`src/rtl/serial_parallel_rx_pkg.sv`:
```
// Shared link definitions for the parallel/serial lane pair: symbol values and receiver FSM encodings.
package serial_parallel_rx_pkg;

  localparam int unsigned SP_SYM_W = 8;

  localparam logic [SP_SYM_W-1:0] SP_COM      = 8'hBC;
  localparam logic [SP_SYM_W-1:0] SP_IDLE_SYM = 8'h7C;

  typedef enum logic [1:0] {
    ST_SEARCH = 2'd0,
    ST_COUNT  = 2'd1,
    ST_ACTIVE = 2'd2
  } sp_state_e;

endpackage

```
`src/rtl/sp_byte_assembler.sv`:
```
// Bit-serial word assembler: MSB-first shift register plus word-phase counter.
// The window w_c includes the bit currently on data_in, so a word is complete on the edge that samples it.
module sp_byte_assembler #(
  parameter int unsigned WIDTH = 8
) (
  input  logic             clk,
  input  logic             reset,
  input  logic             data_in,
  input  logic             align,
  output logic [WIDTH-1:0] w_c,
  output logic             word_done_c
);

  localparam int unsigned CNT_W = $clog2(WIDTH);
  localparam logic [CNT_W-1:0] LAST_BIT = CNT_W'(WIDTH - 1);

  logic [WIDTH-2:0] sr_q;
  logic [CNT_W-1:0] bit_cnt_q;

  assign w_c         = {sr_q, data_in};
  assign word_done_c = (bit_cnt_q == LAST_BIT);

  // Shift every cycle regardless of alignment state.
  always_ff @(posedge clk) begin
    if (reset) begin
      sr_q <= '0;
    end else begin
      sr_q <= w_c[WIDTH-2:0];
    end
  end

  // align restarts the phase so the next sampled bit is bit 0 of a word.
  always_ff @(posedge clk) begin
    if (reset) begin
      bit_cnt_q <= '0;
    end else if (align || word_done_c) begin
      bit_cnt_q <= '0;
    end else begin
      bit_cnt_q <= bit_cnt_q + CNT_W'(1);
    end
  end

endmodule

```
`src/rtl/serial_parallel_rx.sv`:
```
// Serial lane receiver: comma alignment, lock after LOCK_COUNT aligned COMs, then word delivery.
// Optional feature macro SP_IDLE_DETECT_EN adds IDLE_OUT and strips IDLE_SYM from the data stream.
module serial_parallel_rx
  import serial_parallel_rx_pkg::*;
#(
  parameter int unsigned      WIDTH      = 8,
  parameter int unsigned      LOCK_COUNT = 4,
  parameter logic [WIDTH-1:0] COM        = WIDTH'(SP_COM)
`ifdef SP_IDLE_DETECT_EN
  ,
  parameter logic [WIDTH-1:0] IDLE_SYM   = WIDTH'(SP_IDLE_SYM)
`endif
) (
  input  logic             CLK,
  input  logic             RESET,
  input  logic             DATA_IN,
  output logic [WIDTH-1:0] DATA_OUT,
  output logic             VALID_OUT,
  output logic             ACTIVE
`ifdef SP_IDLE_DETECT_EN
  ,
  output logic             IDLE_OUT
`endif
);

  localparam int unsigned COM_W = $clog2(LOCK_COUNT + 1);
  localparam logic [COM_W-1:0] LOCK_LAST = COM_W'(LOCK_COUNT - 1);
  localparam logic [COM_W-1:0] LOCK_FULL = COM_W'(LOCK_COUNT);

  sp_state_e        state_q, state_d;
  logic [COM_W-1:0] com_cnt_q, com_cnt_d;
  logic [WIDTH-1:0] data_q, data_d;
  logic             valid_q, valid_d;
  logic             active_q, active_d;
`ifdef SP_IDLE_DETECT_EN
  logic             idle_q, idle_d;
`endif

  logic [WIDTH-1:0] w_c;
  logic             word_done_c;
  logic             align_c;
  logic             is_com_c;

  sp_byte_assembler #(
    .WIDTH(WIDTH)
  ) u_assembler (
    .clk        (CLK),
    .reset      (RESET),
    .data_in    (DATA_IN),
    .align      (align_c),
    .w_c        (w_c),
    .word_done_c(word_done_c)
  );

  assign is_com_c = (w_c == COM);

  always_ff @(posedge CLK) begin
    if (RESET) begin
      state_q   <= ST_SEARCH;
      com_cnt_q <= '0;
      data_q    <= '0;
      valid_q   <= 1'b0;
      active_q  <= 1'b0;
`ifdef SP_IDLE_DETECT_EN
      idle_q    <= 1'b0;
`endif
    end else begin
      state_q   <= state_d;
      com_cnt_q <= com_cnt_d;
      data_q    <= data_d;
      valid_q   <= valid_d;
      active_q  <= active_d;
`ifdef SP_IDLE_DETECT_EN
      idle_q    <= idle_d;
`endif
    end
  end

  always_comb begin
    state_d   = state_q;
    com_cnt_d = com_cnt_q;
    data_d    = data_q;
    valid_d   = 1'b0;
    active_d  = active_q;
    align_c   = 1'b0;
`ifdef SP_IDLE_DETECT_EN
    idle_d    = idle_q;
`endif

    unique case (state_q)
      // Bit-wise hunt: any window position may hold the comma.
      ST_SEARCH: begin
        if (is_com_c) begin
          align_c   = 1'b1;
          com_cnt_d = COM_W'(1);
          if (LOCK_COUNT == 1) begin
            state_d  = ST_ACTIVE;
            active_d = 1'b1;
          end else begin
            state_d = ST_COUNT;
          end
        end
      end

      // Aligned: every completed word must be another comma until lock.
      ST_COUNT: begin
        if (word_done_c) begin
          if (is_com_c) begin
            if (com_cnt_q == LOCK_LAST) begin
              com_cnt_d = LOCK_FULL;
              state_d   = ST_ACTIVE;
              active_d  = 1'b1;
            end else begin
              com_cnt_d = com_cnt_q + COM_W'(1);
            end
          end else begin
            com_cnt_d = '0;
            state_d   = ST_SEARCH;
          end
        end
      end

      // Locked: commas (and idles when enabled) are stripped, everything else is delivered.
      ST_ACTIVE: begin
        if (word_done_c) begin
          if (is_com_c) begin
`ifdef SP_IDLE_DETECT_EN
            idle_d = 1'b0;
`endif
          end
`ifdef SP_IDLE_DETECT_EN
          else if (w_c == IDLE_SYM) begin
            idle_d = 1'b1;
          end
`endif
          else begin
            data_d  = w_c;
            valid_d = 1'b1;
`ifdef SP_IDLE_DETECT_EN
            idle_d  = 1'b0;
`endif
          end
        end
      end

      default: begin
        state_d   = ST_SEARCH;
        com_cnt_d = '0;
      end
    endcase
  end

  assign DATA_OUT  = data_q;
  assign VALID_OUT = valid_q;
  assign ACTIVE    = active_q;
`ifdef SP_IDLE_DETECT_EN
  assign IDLE_OUT  = idle_q;
`endif

endmodule
```
`config.mk`:
```
export PLATFORM = sky130hd
export DESIGN_NAME = serial_parallel_rx
export DESIGN_NICKNAME = d
export VERILOG_FILES = /design/src/rtl/serial_parallel_rx_pkg.sv /design/src/rtl/sp_byte_assembler.sv /design/src/rtl/serial_parallel_rx.sv
export SDC_FILE = /design/constraint.sdc
export NUM_CORES = 1
export LEC_CHECK = 0
export CAP_MARGIN = 20
export CORE_MARGIN = 10
export CORE_UTILIZATION = 41
export CTS_CLUSTER_DIAMETER = 150
export CTS_CLUSTER_SIZE = 25
export DETAILED_ROUTE_END_ITERATION = 12
export MAX_ROUTING_LAYER = met4
export PLACE_DENSITY = 0.69
export SLEW_MARGIN = 10
export SYNTH_ARGS = -nofsm -noshare
export SYNTH_HDL_FRONTEND = slang
export SYNTH_HIERARCHICAL = 1
export SYNTH_SLANG_ARGS = --single-unit
```
`constraint.sdc`:
```
create_clock -name CLK -period 2.14 [get_ports CLK]
set_clock_uncertainty 0.05 [all_clocks]
set_input_delay 0.321 -clock CLK [delete_from_list [all_inputs] [get_ports CLK]]
set_output_delay 0.321 -clock CLK [all_outputs]
set_load 0.01 [all_outputs]
```
======== Word level (Yosys, flattened, before mapping) ========
Cells that the tools add are included.
storage, ports and cells
  register bits ........................... 25
  latch bits .............................. 0
  RAM bits ................................ 0
  ROM bits ................................ 0
  output and inout bits ................... 10
  word-level logic and storage cells ...... 41
  memories kept ........................... 0
cells by class
  add/sub/neg operators ................... 2
  multiply operators ...................... 0
  div/mod/pow operators ................... 0
  magnitude comparators ................... 0
  equality and inequality tests ........... 8
  shift operators ......................... 0
  multiplexer cells ....................... 13
  bitwise gates (word level) .............. 3
  reductions and logical operators ........ 8
operators by type and width
  kind                                                 count
  two-way mux 3 bit                                    4
  one-hot mux 3 bit (3 select lines)                   1
  equality test 8 bit, second input constant           1
  two-way mux 2 bit                                    4
  AND reduction 4 bit                                  2
  adder 3 x 1 -> 3 bit, second input constant          2
  one-hot mux 2 bit (3 select lines)                   1
  AND reduction 3 bit                                  2
  equality test 3 x 2 -> 1 bit, second input constant  1
  equality test 3 bit, second input constant           1
  two-way mux 1 bit                                    3
  != test 3 bit, second input constant                 1
  NOT 1 bit                                            3
  OR reduction 3 bit                                   1
  equality test 2 x 1 -> 1 bit, second input constant  1
  equality test 2 bit, second input constant           1
  zero test 2 bit                                      1
  != test 2 x 1 -> 1 bit, second input constant        1
  != test 2 bit, second input constant                 1
  OR reduction 2 bit                                   1
  logical OR 1 bit                                     1

======== Depth between registers and ports, before layout ========
Gate-level depths: netlist of run 1.
  word-level depth ........................ 5
  depth in mapped cells ................... 5

======== Hierarchy ========
Netlist of run 1, hierarchy kept.
by module, submodules not included
  module              instances  cells each  area an instance (um2)  seq. area each (um2)
  serial_parallel_rx  1          78          780.7                   300.3
  sp_byte_assembler   1          24          311.5                   200.2

======== Worst setup path before layout of run 1 ========
OpenSTA, ideal clock, no wires.
  kind .................................... register to register
  start ................................... reg u_assembler.bit_cnt_q[0]
  end ..................................... reg com_cnt_q[2]
  setup time .............................. 0.088 ns
  arrival ................................. 1.350 ns
  data required time ...................... 2.002 ns
  path slack .............................. 0.652 ns
  stages on the path, launching flop included .. 6
  cells stage by stage .................... dfxtp_1 ha_1 ha_1 o21ai_2 or3_1 o32ai_2
between the ends
  cells in the longest elaborated chain, start to end .. 3
RTL lines
  what                              line                      source
  start: declaration                sp_byte_assembler.sv:18   logic [CNT_W-1:0] bit_cnt_q;
  start signal: assignment          sp_byte_assembler.sv:39   bit_cnt_q <= bit_cnt_q + CNT_W'(1);
  equality test 3 bit               sp_byte_assembler.sv:21   assign word_done_c = (bit_cnt_q == LAST_BIT);
  named net word_done_c             serial_parallel_rx.sv:40  logic word_done_c;
  != test 2 x 1 -> 1 bit (no line)  --
  AND reduction 3 bit (no line)     --
  end signal: assignment            serial_parallel_rx.sv:69  com_cnt_q <= com_cnt_d;
  end: declaration                  serial_parallel_rx.sv:31  logic [COM_W-1:0] com_cnt_q, com_cnt_d;
The timed path passes the listed nets, and every way through them passes these cells.
A chain may end at the register's enable or synchronous reset.

======== Final worst setup path of run 1 ========
  start ................................... reg u_assembler.bit_cnt_q[0]
  end ..................................... reg data_q[7] (netlist: DATA_OUT[7])
between the ends
  cells in the longest elaborated chain, start to end .. 2
RTL lines
  what                           line                      source
  equality test 3 bit            sp_byte_assembler.sv:21
  named net word_done_c          serial_parallel_rx.sv:40
  AND reduction 3 bit (no line)  --
  end signal: assignment         serial_parallel_rx.sv:70  data_q <= data_d;
  end: declaration               serial_parallel_rx.sv:32  logic [WIDTH-1:0] data_q, data_d;
The timed path passes the listed nets, and every way through them passes these cells.

==> results of run 1 <==
==> power breakdown <==
| part | switching [uW] | total, uW | internal (uW) |
|---|---|---|---|
| Combinational | 12.3 | 27.9 | 15.6 |
| Sequential | 3.71 | 477 | 473 |
| Clock | 134 | 207 | 72.9 |
| Total | 150 | 711 | 562 |
==> per-stage QoR <==
step	area (um^2)	util	cells	setup WS, ns	power [uW]
final	1239	0.4955	143	0.4516	711.4
after global placement	1212	0.4850	139	0.4619	514.5
after detailed placement	1212	0.4850	139	0.4261	515.6
after floorplan	1092	-	102	0.6519	508.4
after CTS	1239	0.4955	143	0.4088	724.2
after global routing	1239	0.4955	143	0.2957	744.1
==> placed cells by master, fill, tap and decap left out, drive strengths merged, types with 2 or more instances in the layout <==
| cell | count |
|---|---|
| ha | 4 |
| and4b | 2 |
| nand2b | 14 |
| inv | 4 |
| nor3b | 4 |
| nor2b | 8 |
| nand3b | 2 |
| o21bai | 4 |
| clkdlybuf4s50 | 12 |
| a21oi | 3 |
| and4bb | 2 |
| nand2 | 3 |
| mux2i | 5 |
| dfxtp | 25 |
| nor4b | 2 |
| nand3 | 2 |
| clkbuf | 4 |
==> cell type report <==
class                           count  area [um^2]
Fill cell                         224         1261
Multi-Input combinational cell     67        531.8
Sequential cell                    25        500.5
Timing Repair Buffer               13        127.6
Tap cell                           30        37.54
Clock buffer                        4        26.28
Inverter                            4        15.01
==> metal layers <==
metal	global-route usage	up-vias	part of all wire
li1	-	375	-
met2	0.1147	10	0.44
met1	0.1028	334	0.51
met4	0.03871	0	0.019
met5	-	-	0
met3	0.01791	5	0.025
==> kinds of logic after synthesis <==
family          count (synthesis)  synth area share
simple gates                   45            0.2910
buf+inv                        10           0.05498
compound gates                 13            0.1043
flops                          25            0.4582
fa+ha+maj                       4           0.04582
mux                             5           0.04582
==> worst paths after layout <==
| path | start | slack (ns) | end |
|---|---|---|---|
| setup / recovery | u_assembler/bit_cnt_q[0] | 0.45 | DATA_OUT[7] |
| hold / removal | u_assembler/bit_cnt_q[0] | 0.39 | u_assembler/bit_cnt_q[0] |
| setup reg to reg | u_assembler/bit_cnt_q[0] | 0.45 | DATA_OUT[7] |
| hold reg to reg | u_assembler/bit_cnt_q[0] | 0.39 | u_assembler/bit_cnt_q[0] |
==> sequential cells by signal, summed over array words and instances (netlist names) <==
| signal | count |
|---|---|
| DATA_OUT | 8 |
| state_q | 2 |
| u_assembler/bit_cnt_q | 3 |
| ACTIVE | 1 |
| VALID_OUT | 1 |
| com_cnt_q | 3 |
| u_assembler/sr_q | 7 |
==> synth_stat cells, types with 2 or more instances <==
cell type | count | area, um^2
dfxtp_1 | 25 | 500.5
nand2b_1 | 14 | 87.58
nor2b_1 | 8 | 50.05
mux2i_1 | 5 | 50.05
ha_1 | 4 | 50.05
inv_1 | 4 | 15.01
nor3b_1 | 4 | 30.03
o21bai_1 | 4 | 30.03
nand2_1 | 3 | 11.26
a21oi_1 | 2 | 10.01
and4b_1 | 2 | 20.02
buf_4 | 2 | 15.01
buf_6 | 2 | 22.52
clkbuf_1 | 2 | 7.510
nand3_1 | 2 | 10.01
nor4b_1 | 2 | 17.52
==> flow_metrics.py, run 1 <==
metrics = {
    "critical_path": {
        "cp_max_fo": 10,
        "critical_path_cell_count": 5,
        "startpoint_type": "flop",
        "r2r_cells": 5,
        "crit_slowest_cell": "ha_1",
        "critPathTopFamily": "adder cells",
        "max_stage_delay_ns": 0.39,
        "required_ns": 2.34,
        "crit_path_end_kind": "flop",
        "cp_common_cell": "ha_1",
        "crit_type": "reg2reg",
        "worstPathArrival_ns": 1.89,
        "critical_path_buf_inv_count": 0,
        "path_cells": "ha_1, ha_1, nand3b_4, a21oi_4, mux2i_1",
    },
    "timing": {
        "post-route-period-util": 0.7890,
        "slew-limit-headroom": 0.7058,
        "report.final.setup_viol": 0,
        "fmax_mhz": 592.3,
        "fin_tns_setup_ns": 0,
        "final_hold_viol_count": 0,
        "holdWs_ns": 0.3896,
        "min_period_ns": 1.688,
        "finalMaxSlewViolations": 0,
        "grt_setup_unrepaired": "false",
        "worst_pin_slew_ns": 0.4406,
    },
    "global_route": {
        "grt_pass1_vias": 729,
        "grt_max_degree": 34,
        "overflow": 0,
        "grt_pass1_wl_um": 3339,
        "antenna_found_initial": 0,
        "grtUsageTotal": 0.08006,
    },
    "floorplan": {
        "row_count": 18,
        "die_h_um": 71.62,
        "ioPinCount": 13,
        "core_area_um2": 2500,
        "fp.dieW_um": 71.62,
        "die-area_um2": 5129,
        "start_util": 0.4369,
    },
    "run_status": {
        "status": "finished, final reports clean",
    },
    "clocking": {
        "root_buffer": "clkbuf_4",
        "postCtsSetupBuffers": 0,
        "clkSinkCount": 25,
        "clock_path_buffers": 2,
        "clkTransAtPathRegs_ns": 0.13,
        "clock_tree.htree_level_count": 1,
        "cts_buffers": 3,
        "cts_tree": "done",
        "cts_hold_buf": 0,
        "post_cts_resized": 0,
        "clock_latency_ns": 0.32,
    },
    "detailed_routing": {
        "num_vias": 724,
        "wl_um": 1842,
        "ant_nets": 0,
        "wl_per_cell_um": 12.88,
        "vias_per_cell": 5.063,
        "drtIter0Drc": 7,
        "drt_pass1_iterations": 3,
        "drc_errors": 0,
    },
    "synth": {
        "synthCells": 102,
        "synthFlopType": "dfxtp_1",
        "syn_avg_cell_area_um2": 10.71,
        "ys_ff_latch": 25,
        "yosysSeqAreaShare": 0.4582,
        "synth-edff-count": 0,
        "ys_types": 33,
        "yosysWarningCount": 6,
        "syn_area_um2": 1092,
        "syn-num-nets": 109,
        "synth-async-reset-ratio": 0,
    },
    "place": {
        "dp.final_hpwl_um": 1302,
        "numPortBuffers": 12,
        "place_congestion": 0.6500,
    },
    "cells_and_area": {
        "drive_gt1_frac": 0.07965,
        "area_delta_synth_final_pct": 13.40,
        "final_net_count": 121,
        "diodes": 0,
    },
    "run": {
        "max_cap_viol_count": 0,
    },
    "pwr": {
        "p_per_area_nw_per_um2": 574.4,
        "vdd_ir_drop_max_uv": 377.7,
        "leakage_uw": 0.0004659,
    },
    "worst_hold_path": {
        "holdPathStages": 1,
        "hold_path_class": "reg2reg",
    },
}
Power figures use the tool's default switching activity.
==> run 2, diff against run 1 <==
clock period = 1.6 ns   (was 2.14 ns; I/O delays follow)
==> flow_metrics.py, run 2 (synthesis results as in run 1) <==
metrics = {
    "critical_path": {
        "r2r-end": "com_cnt_q[2]",
        "reg2reg_setup_slack_ns": 0.06,
        "crit_type": "reg2reg",
        "crit_slowest_cell": "or3_1",
        "required_ns": 1.78,
        "worstPathArrival_ns": 1.72,
        "cp_max_fo": 4,
        "startpoint_type": "flop",
        "r2r_start": "com_cnt_q[0]",
        "cp_common_cell": "ha_1",
        "max_stage_delay_ns": 0.40,
        "r2r_cells": 4,
        "path_cells": "ha_1, ha_1, or3_1, o32ai_2",
        "crit_path_end_kind": "flop",
    },
    "global_route": {
        "antenna_found_initial": 0,
        "overflow": 0,
        "grt_max_degree": 34,
        "grtUsageTotal": 0.08491,
        "grt_pass1_wl_um": 3553,
        "grt_pass1_vias": 744,
    },
    "clocking": {
        "cts_hold_buf": 0,
        "clkSinkCount": 25,
        "cts_buffers": 3,
        "root_buffer": "clkbuf_4",
        "clkTransAtPathRegs_ns": 0.12,
        "clock_tree.htree_level_count": 1,
        "clock_path_buffers": 2,
        "cts_tree": "done",
        "clock_latency_ns": 0.31,
    },
    "cells_and_area": {
        "final_net_count": 126,
        "diodes": 0,
        "area_delta_synth_final_pct": 20.73,
        "utilization": 0.5275,
        "layout_commonest_cell": "dfxtp_1",
        "final_cell_mix": "dfxtp_1, nand2b_1, clkdlybuf4s50_1, nor2b_1, mux2i_1",
        "stdcell_count": 148,
        "largest_reg_flops": 8,
        "drive_gt1_frac": 0.1356,
        "stdcell_area_um2": 1319,
    },
    "floorplan": {
        "fp.dieW_um": 71.62,
        "start_util": 0.4369,
        "row_count": 18,
        "die-area_um2": 5129,
        "die_h_um": 71.62,
        "core_area_um2": 2500,
        "ioPinCount": 13,
    },
    "detailed_routing": {
        "drt_pass1_iterations": 4,
        "num_vias": 736,
        "wl_per_cell_um": 13.22,
        "drc_errors": 0,
        "wl_um": 1957,
        "drtIter0Drc": 29,
        "ant_nets": 0,
        "vias_per_cell": 4.973,
    },
    "timing": {
        "worst_pin_slew_ns": 0.4329,
        "finalMaxSlewViolations": 0,
        "final_hold_viol_count": 0,
        "report.final.setup_viol": 0,
        "min_period_ns": 1.543,
        "slew-limit-headroom": 0.7110,
        "fmax_mhz": 648.2,
        "worst_slack_ns": 0.05721,
        "fin_tns_setup_ns": 0,
        "post-route-period-util": 0.9642,
    },
    "worst_hold_path": {
        "holdPathStages": 2,
        "hold_path_class": "reg2reg",
        "min_from": "ACTIVE",
        "hold-path-endpoint": "ACTIVE",
    },
    "place": {
        "dp.final_hpwl_um": 1413,
        "dp_cells": 144,
        "numPortBuffers": 12,
        "place_ws_ns": -0.06757,
        "dpl_cell_area_um2": 1275,
        "place_congestion": 0.6631,
    },
    "pwr": {
        "vdd_ir_drop_max_uv": 452.2,
        "leakage_uw": 0.0004960,
        "p_per_area_nw_per_um2": 724.4,
    },
    "run": {
        "max_cap_viol_count": 0,
    },
    "run_status": {
        "status": "finished, final reports clean",
    },
}
-- run 2: cell count changes in the layout (fill, tap and decap cells not counted), sizes merged --
| cell | before | now |
|---|---|---|
| buf | 1 | 6 |
-- run 2: critical path: cells and delay by family (launching register included) --
family          cells  cell delay (ns)
compound gates      1             0.20
fa+ha+maj           2             0.46
flops               1             0.36
simple gates        1             0.40
-- run 2: area by class of cell --
| class | count | area [um^2] |
|---|---|---|
| fill | 228 | 1181 |
| timing repair buffer | 18 | 190.2 |
| multi-input combinational | 67 | 549.3 |
| sequential | 25 | 500.5 |
| inverter | 4 | 15.01 |
| clock buffer | 4 | 26.28 |
| tap | 30 | 37.54 |
-- run 2: layer usage --
metal | GRT usage | vias to the layer above | wire, um
li1 | - | 388 | -
met5 | - | - | 0
met2 | 0.1333 | 11 | 925
met3 | 0.03306 | 2 | 87
met1 | 0.09961 | 335 | 930
met4 | 0.01935 | 0 | 12
-- run 2: worst max-delay path by stage --
stage          slack, ns  cells after the start                        to                     start
2_1_floorplan       0.11                      5              com_cnt_q[2]  u_assembler/bit_cnt_q[0]
3_3_place_gp      -0.001                      6               DATA_OUT[3]  u_assembler/bit_cnt_q[0]
3_5_place_dp       -0.07                      4  u_assembler/bit_cnt_q[1]                   DATA_IN
4_1_cts             0.05                      5              com_cnt_q[2]  u_assembler/bit_cnt_q[0]
5_1_grt            -0.02                      4              com_cnt_q[2]              com_cnt_q[0]
6_report            0.06                      4              com_cnt_q[2]              com_cnt_q[0]
-- run 2: repair_timing --
item                       CTS  global route
setup buffers                0             0
gates resized for setup      1             2
setup endpoints to repair    9             7
-- run 2: through the flow --
| step | total power [uW] | hold slack [ns] |
|---|---|---|
| final | 955.4 | 0.4064 |
| after CTS | 967.3 | 0.4123 |
| after global routing | 1008 | 0.4402 |
| after floorplan | 680.0 | 0.3182 |
| after detailed placement | 696.7 | 0.3930 |
| after global placement | 694.8 | 0.3843 |
-- run 2: where the power goes --
| part | total [uW] | internal [uW] | switching, uW |
|---|---|---|---|
| registers | 639 | 633 | 5.88 |
| logic | 46.4 | 27.5 | 19.0 |
| clock network | 270 | 97.3 | 173 |
==> run 3, diff against run 2 <==
CTS_CLUSTER_DIAMETER = unset   (was 150)
clock period = 1.7 ns   (was 1.6 ns; I/O delays follow)
==> flow_metrics.py, run 3 (synthesis results as in run 1) <==
metrics = {
    "run_status": {
        "status": "finished, final reports clean",
    },
    "place": {
        "dpl_cell_area_um2": 1225,
        "dp.final_hpwl_um": 1342,
        "numPortBuffers": 12,
        "dp_cells": 139,
        "place_congestion": 0.7008,
        "place_ws_ns": -0.009065,
    },
    "cells_and_area": {
        "stdcell_area_um2": 1285,
        "diodes": 0,
        "largest_reg_flops": 8,
        "fill_cells": 236,
        "stdcell_count": 145,
        "seq_area_um2": 500.5,
        "area_delta_synth_final_pct": 17.64,
        "final_net_count": 123,
        "final_cell_mix": "dfxtp_1, nand2b_1, clkdlybuf4s50_1, nor2b_1, mux2i_1",
        "layout_commonest_cell": "dfxtp_1",
        "drive_gt1_frac": 0.1130,
        "multi_input_area_um2": 534.3,
    },
    "timing": {
        "post-route-period-util": 0.9431,
        "report.final.setup_viol": 0,
        "grt_setup_unrepaired": "false",
        "final_hold_viol_count": 0,
        "slew-limit-headroom": 0.7297,
        "min_period_ns": 1.603,
        "worst_slack_ns": 0.09668,
        "worst_pin_slew_ns": 0.4048,
        "fmax_mhz": 623.7,
        "finalMaxSlewViolations": 0,
        "holdWs_ns": 0.4046,
    },
    "clocking": {
        "cts_hold_buf": 0,
        "cts_tree": "done",
        "cts_buffers": 3,
        "root_buffer": "clkbuf_4",
        "clock_tree.htree_level_count": 1,
        "clkSinkCount": 25,
        "clock_path_buffers": 2,
        "clock_latency_ns": 0.32,
        "clkTransAtPathRegs_ns": 0.14,
    },
    "global_route": {
        "grtUsageTotal": 0.07661,
        "grt_pass1_vias": 712,
        "grtUsageMet2": 0.1157,
        "use_met3": 0.01928,
        "antenna_found_initial": 0,
        "grt_pass1_wl_um": 3160,
        "overflow": 0,
        "grt_util_met1": 0.08791,
        "grt_max_degree": 34,
        "grt-busiest-layer": "met2",
    },
    "floorplan": {
        "fp.dieW_um": 71.62,
        "die_h_um": 71.62,
        "ioPinCount": 13,
        "start_util": 0.4369,
        "core_area_um2": 2500,
        "row_count": 18,
        "die-area_um2": 5129,
    },
    "worst_hold_path": {
        "hold_path_class": "reg2reg",
    },
    "critical_path": {
        "crit_type": "reg2reg",
        "startpoint_type": "flop",
        "crit_path_end_kind": "flop",
        "required_ns": 1.91,
        "cp_max_fo": 10,
        "worstPathArrival_ns": 1.81,
    },
    "pwr": {
        "intPower_uw": 708.9,
        "power_frac_comb": 0.044,
        "finalPower_uw": 912.4,
        "vdd_ir_drop_max_uv": 449.8,
        "seq_power_share": 0.658,
        "clock_power_share": 0.298,
        "p_per_area_nw_per_um2": 710.0,
        "switchingPower_uw": 203.5,
        "leakage_uw": 0.0004801,
        "sw_frac_of_total": 0.2231,
    },
    "detailed_routing": {
        "vias_per_cell": 5.055,
        "wl_per_cell_um": 13.05,
        "ant_nets": 0,
        "drt_pass1_iterations": 4,
        "wl_um": 1892,
        "num_vias": 733,
        "drc_errors": 0,
        "drtIter0Drc": 17,
    },
    "run": {
        "max_cap_viol_count": 0,
    },
}
## run 3: routing by layer
metal	wire, um	up-vias	part of all wire
met1	906	330	0.48
met3	105	4	0.055
met4	35	0	0.018
met5	0	-	0
met2	845	19	0.45
li1	-	380	-
## run 3: per-stage QoR
stage	setup TNS [ns]	utilization
after floorplan	0	-
after global placement	0	0.4900
after detailed placement	-0.01644	0.4900
after CTS	0	0.5030
after global routing	0	0.5140
final	0	0.5140
## run 3: worst paths after layout
kind	start	to	slack, ns	cells past startpoint
setup reg to reg	u_assembler/bit_cnt_q[0]	DATA_OUT[3]	0.1	6
hold reg to reg	ACTIVE	ACTIVE	0.40	2
setup / recovery	u_assembler/bit_cnt_q[0]	DATA_OUT[3]	0.1	6
hold / removal	ACTIVE	ACTIVE	0.40	2
## run 3: worst max-delay path, cell delays in order (launching register included)
cell	delay [ns]
dfxtp_1	0.39
ha_1	0.16
ha_2	0.31
nand3b_4	0.13
a21oi_4	0.18
buf_4	0.16
mux2i_1	0.17
## run 3: repair_timing
| action | 4_1_cts | 5_1_grt |
|---|---|---|
| gates resized for setup | 1 | 0 |
| buffers inserted | 0 | 2 |
| endpoints found under the setup margin | 5 | 2 |
| endpoints found under the hold margin | 0 | 0 |
## run 3: power by group through the flow
| stage | clock, uW | combinational (uW) | sequential [uW] |
|---|---|---|---|
| 6_report | 271 | 40.3 | 601 |
| 4_1_cts | 283 | 40.7 | 601 |
| 3_3_place_gp | 0 | 38.2 | 613 |
| 5_1_grt | 300 | 44.3 | 602 |
| 2_1_floorplan | 0 | 28.1 | 612 |
| 3_5_place_dp | 0 | 40.6 | 614 |
## run 3: area by class of cell
type	count	area share
multi-input cells	67	0.4158
flip-flops and latches	25	0.3895
repair buffers	15	0.1305
well taps	30	0.02921
clock buffers	3	0.01753
inverters	4	0.01168
clock inverters	1	0.005842
